<file path="src/rtl/shift_counter_pkg.sv">
// Shared constants and next-state helpers for the ring/Johnson counter.
// Vectors are carried at MAX_W bits and narrowed by the caller.
package shift_counter_pkg;

  localparam int MAX_W = 32;

  localparam logic MODE_RING    = 1'b0;
  localparam logic MODE_JOHNSON = 1'b1;
  localparam logic DIR_RIGHT    = 1'b0;
  localparam logic DIR_LEFT     = 1'b1;

  typedef logic [MAX_W-1:0] vec_t;

  function automatic vec_t mask(input int w);
    vec_t m;
    m = '0;
    for (int i = 0; i < MAX_W; i++)
      if (i < w) m[i] = 1'b1;
    return m;
  endfunction

  function automatic vec_t seed(input logic mode, input int w);
    vec_t s;
    s = '0;
    if (mode == MODE_RING) s = vec_t'(1) << (w - 1);
    return s;
  endfunction

  function automatic vec_t next_state(
    input vec_t v,
    input logic mode,
    input logic dir,
    input int   w
  );
    logic fill;
    vec_t r;
    if (dir == DIR_RIGHT) begin
      fill = (mode == MODE_JOHNSON) ? ~v[0] : v[0];
      r    = (v >> 1) | (vec_t'(fill) << (w - 1));
    end else begin
      fill = (mode == MODE_JOHNSON) ? ~v[w-1] : v[w-1];
      r    = ((v << 1) & mask(w)) | vec_t'(fill);
    end
    return r;
  endfunction

  // Johnson legal states are exactly those with at most one bit boundary.
  function automatic logic is_legal(
    input vec_t v,
    input logic mode,
    input int   w
  );
    int ones;
    int edges;
    ones  = 0;
    edges = 0;
    for (int i = 0; i < MAX_W; i++)
      if (i < w && v[i]) ones++;
    for (int i = 0; i < MAX_W - 1; i++)
      if (i < w - 1 && v[i] != v[i+1]) edges++;
    if (mode == MODE_JOHNSON) return edges <= 1;
    return ones == 1;
  endfunction

endpackage

</file>
<file path="src/rtl/shift_counter_gen_tick_gen.sv">
// Clock-enable divider: one registered tick every DIV_MAX+1 enabled cycles.
// clr restarts the phase and drops any pending tick.
module tick_gen #(
  parameter int DIV_MAX = 49_999_999
) (
  input  logic clk,
  input  logic rst,
  input  logic en,
  input  logic clr,
  output logic tick
);

  localparam int DW = (DIV_MAX > 0) ? $clog2(DIV_MAX + 1) : 1;
  localparam logic [DW-1:0] DMAX = DW'(DIV_MAX);

  logic [DW-1:0] div;

  always_ff @(posedge clk) begin
    if (rst || clr) begin
      div  <= '0;
      tick <= 1'b0;
    end else if (en) begin
      if (div == DMAX) begin
        div  <= '0;
        tick <= 1'b1;
      end else begin
        div  <= div + 1'b1;
        tick <= 1'b0;
      end
    end else begin
      tick <= 1'b0;
    end
  end

endmodule

</file>
<file path="src/rtl/shift_counter_gen.sv">
// Ring/Johnson shift counter with direction, parallel load,
// illegal-state recovery and a wrap pulse on return to the seed.
module shift_counter_gen
  import shift_counter_pkg::*;
#(
  parameter int WIDTH   = 4,
  parameter int DIV_MAX = 49_999_999
) (
  input  logic             clk,
  input  logic             rst,
  input  logic             en,
  input  logic             mode,
  input  logic             dir,
  input  logic             load,
  input  logic [WIDTH-1:0] load_val,
  output logic [WIDTH-1:0] out,
  output logic             tick,
  output logic             wrap,
  output logic             illegal
);

  logic mode_q;
  logic mode_chg;
  logic legal;
  vec_t cur_v;
  vec_t nxt_v;
  vec_t cur_seed;
  vec_t new_seed;

  assign mode_chg = mode != mode_q;
  assign cur_v    = vec_t'(out);
  assign cur_seed = seed(mode_q, WIDTH);
  assign new_seed = seed(mode, WIDTH);
  assign legal    = is_legal(cur_v, mode_q, WIDTH);
  assign illegal  = ~legal;
  assign nxt_v    = legal ? next_state(cur_v, mode_q, dir, WIDTH)
                          : cur_seed;

  tick_gen #(
    .DIV_MAX(DIV_MAX)
  ) u_tick (
    .clk (clk),
    .rst (rst),
    .en  (en),
    .clr (load | mode_chg),
    .tick(tick)
  );

  // Load also adopts the present mode so the loaded value is not
  // immediately overwritten by a pending mode-change reseed.
  always_ff @(posedge clk) begin
    if (rst) begin
      out    <= WIDTH'(new_seed);
      mode_q <= mode;
      wrap   <= 1'b0;
    end else if (load) begin
      out    <= load_val;
      mode_q <= mode;
      wrap   <= 1'b0;
    end else if (mode_chg) begin
      out    <= WIDTH'(new_seed);
      mode_q <= mode;
      wrap   <= 1'b0;
    end else if (tick) begin
      out    <= WIDTH'(nxt_v);
      wrap   <= legal && (nxt_v == cur_seed);
    end else begin
      wrap   <= 1'b0;
    end
  end

endmodule

</file>
<file path="config.mk">
export PLATFORM = sky130hd
export DESIGN_NAME = shift_counter_gen
export DESIGN_NICKNAME = d
export VERILOG_FILES = /design/src/rtl/shift_counter_pkg.sv /design/src/rtl/shift_counter_gen_tick_gen.sv /design/src/rtl/shift_counter_gen.sv
export SDC_FILE = /design/constraint.sdc
export NUM_CORES = 1
export LEC_CHECK = 0
export BUFFER_PORTS_ARGS = -buffer_cell sky130_fd_sc_hd__buf_2
export CAP_MARGIN = 20
export CORE_UTILIZATION = 35
export DETAILED_ROUTE_END_ITERATION = 10
export PLACE_DENSITY = 0.64
export SYNTH_ARGS = -nofsm -noshare
export SYNTH_HDL_FRONTEND = slang
export SYNTH_HIERARCHICAL = 1
export SYNTH_SLANG_ARGS = --single-unit
</file>
<file path="constraint.sdc">
create_clock -name clk -period 3 [get_ports clk]
set_clock_uncertainty 0.1 [all_clocks]
set_input_delay 0.3 -clock clk [delete_from_list [all_inputs] [get_ports clk]]
set_output_delay 0.3 -clock clk [all_outputs]
set_load 0.02 [all_outputs]
</file>
==> impl_metrics.json <==
{
  "worstHoldEndpoint": "mode_q",
  "numCtsBuffers": 5,
  "cp_common_cell": "inv_1",
  "clk_latency_ps": 280,
  "status": "complete, no violations",
  "r2r_setup_slack_ps": 250,
  "path_class": "reg -> out",
  "cts_num_sinks": 33,
  "ys_async_sr_fraction_pct": 0,
  "postCtsResizedCells": 0,
  "fin_crit_sh_pct": 96.1,
  "fmax_mhz": 347,
  "cp-start-kind": "flop",
  "ir_drop_uv": 321,
  "timing.slew.headroom_pct": 67.4,
  "synth_seq_cells": 33,
  "cts_root_buf": "clkbuf_8",
  "holdWs_ps": 166,
  "via_per_inst": 5.23,
  "hold_viol": 0,
  "timing.final.max_slew_violations": 0,
  "hold_path_depth": 1,
  "finalSetupViolCount": 0,
  "worstPathMaxFanout": 5,
  "worstPathCellList": "inv_1 -> ha_1 -> xor2_1 -> ha_1 -> inv_1 -> a311oi_1 -> o41ai_2 -> inv_1 -> buf_2",
  "layout.nets": 252,
  "power_density_nw_per_um2": 452,
  "areaGrowthSynthToFinish_pct": 11.8,
  "finalCriticalPeriod_ps": 2880,
  "dieArea_um2": 5790,
  "syn_area_um2": 1920,
  "synth_cell_types": 43,
  "end_kind": "primary output",
  "wl_um": 3890,
  "leakage_nw": 0.707,
  "clk_path_buf_depth": 2,
  "ctsHoldBuffers": 0,
  "synthCells": 222,
  "antenna_found_initial": 0,
  "synth_enable_flop_cells": 5,
  "grt_use_total_pct": 14.4,
  "hold_path_class": "in -> reg",
  "dr.first_iter.drc_count": 54,
  "worst_pin_slew_ps": 484,
  "power.total_mw": 0.970,
  "critical-path-top-delay-family": "adder cells",
  "drc_errors": 0,
  "cts_tree": "built",
  "fp-row-count": 26,
  "crit_required_ps": 2600,
  "dp_hpwl_um": 2780,
  "routedWlPerCell_um": 12.6,
  "cts_max_level": 2,
  "synth.avg_cell_area_um2": 8.65,
  "hold_start": "mode",
  "r2r_cells": 9,
  "worstReg2RegEnd": "out[3]",
  "tns_ps": 0,
  "grt_pass1_vias": 1463,
  "antenna_cells": 0,
  "postSynthNetCount": 237,
  "ant_nets": 0,
  "cp.arrival_ps": 2480,
  "synth-main-ff-cell": "dfxtp_1",
  "ios": 17,
  "io_buffers": 16,
  "die_w_um": 76.1,
  "firstDrtPassIters": 4,
  "start_util_pct": 36.9,
  "drive_gt1_share_pct": 14.7,
  "finalInstanceArea_um2": 2150,
  "clk_pin_slew_ps": 60,
  "grt.overflow.total": 0,
  "yosys_warnings": 6,
  "coreArea_um2": 5200,
  "critPathSlowestCell": "edfxtp_1",
  "reg2reg_from": "out[0]",
  "cap_violations": 0,
  "grt_max_degree": 19,
  "path_buf_inv": 4,
  "fp.dieH_um": 76.1,
  "dpl_cell_area_um2": 2050,
  "rsz0062_at_grt": "no",
  "seq_area_frac_synth_pct": 37.0,
  "grt_pass1_wl_um": 6670,
  "place_congestion": 0.803,
  "slowest_delay_ps": 430,
  "via_count": 1611
}
-- sequential cells by signal, indices dropped and copies added (netlist names) --
name,cells
u_tick/div,26
out,4
wrap,1
u_tick/tick,1
mode_q,1
-- layer usage --
metal  vias to the layer above  global-route usage (%)  part of all wire (%)
met5                         -                       0                     0
met4                         0                    8.08                   2.3
met3                         7                    2.99                   2.5
met2                        17                    23.5                    47
met1                       748                    17.5                    48
li1                        839                       -                     -
-- layout by cell type, fill, tap and decap left out, types with 6 or more instances in the layout --
cell type,n
dfxtp_1,28
or3_1,10
nor2_1,17
o21ai_0,11
a21oi_1,14
buf_2,16
or4_1,8
xnor2_1,10
nand2_1,14
clkbuf_8,6
xor2_1,7
inv_1,13
nand3_1,12
-- final cells by class --
cell class / count / area, um2
flip-flops and latches: 33 / 711
multi-input cells: 165 / 1090
fillers: 538 / 3060
repair buffers: 19 / 115
well taps: 70 / 87.6
clock buffers: 8 / 90.1
inverters: 13 / 48.8
-- synth_stat cells, types with 2 or more instances --
master	n	share of area, %
a311oi_1	3	1.4
or4_1	8	3.1
and4_1	3	1.4
buf_6	2	1.2
xor2_1	7	3.2
nand3_1	12	3.1
ha_1	5	3.3
nand2b_1	2	0.65
or3_1	10	3.3
clkbuf_1	2	0.39
mux2i_1	5	2.6
nor2_1	17	3.3
nor4_1	4	1.3
nor4_2	2	1.3
xnor2_1	10	4.6
nand2_1	14	2.7
o31ai_1	5	2.0
nand4b_1	2	0.91
dfxtp_1	28	29
nand4_1	5	1.6
a21oi_1	14	3.6
or4_4	2	1.2
buf_2	5	1.3
edfxtp_1	5	7.8
nor3_1	5	1.3
and2_1	2	0.65
inv_1	13	2.5
nor4b_1	2	0.91
and3_1	2	0.65
o21ai_0	11	2.9
o21ai_1	3	0.78
-- logic make-up (layout without fill, tap and decap cells) --
logic type                 after synthesis  count (layout)  synth area share, %
and+or+nand+nor                         98              98                 30.0
AOI/OAI and AO/OA                       40              40                 13.4
DFF                                     33              33                 37.0
buffers and inverters                   24              40                 5.99
xor gates and xnor gates                17              17                 7.75
adders and majority gates                5               5                 3.26
muxes                                    5               5                 2.61
-- worst max path at each step --
stage / start / end / slack, ps / cells after the start
global route: out[0] / illegal / 0.1 / 9
global placement: out[0] / out[3] / 360 / 9
finish: out[0] / illegal / 120 / 9
CTS: out[0] / illegal / 2 / 9
floorplan: out[1] / out[3] / 320 / 9
detailed placement: out[0] / out[3] / 270 / 9
-- power breakdown --
group          total, mW  internal, mW  switching [mW]  leakage (nW)
registers          0.477         0.459          0.0185         0.281
clock network      0.342         0.187           0.155        0.0455
logic              0.150        0.0644          0.0860         0.381
-- stage by stage --
step | instances | util (%) | worst slack (ps)
6_report | 308 | 41.3 | 117
3_5_place_dp | 299 | 39.4 | 268
3_3_place_gp | 299 | 39.4 | 358
5_1_grt | 308 | 41.3 | 0.107
2_1_floorplan | 222 | - | 317
4_1_cts | 307 | 41.1 | 1.57
-- what timing repair did --
item / 4_1_cts / 5_1_grt
hold endpoints to repair: 0 / 0
setup endpoints to repair: 0 / 1
buffers inserted: 0 / 1
Power figures use the tool's default switching activity.
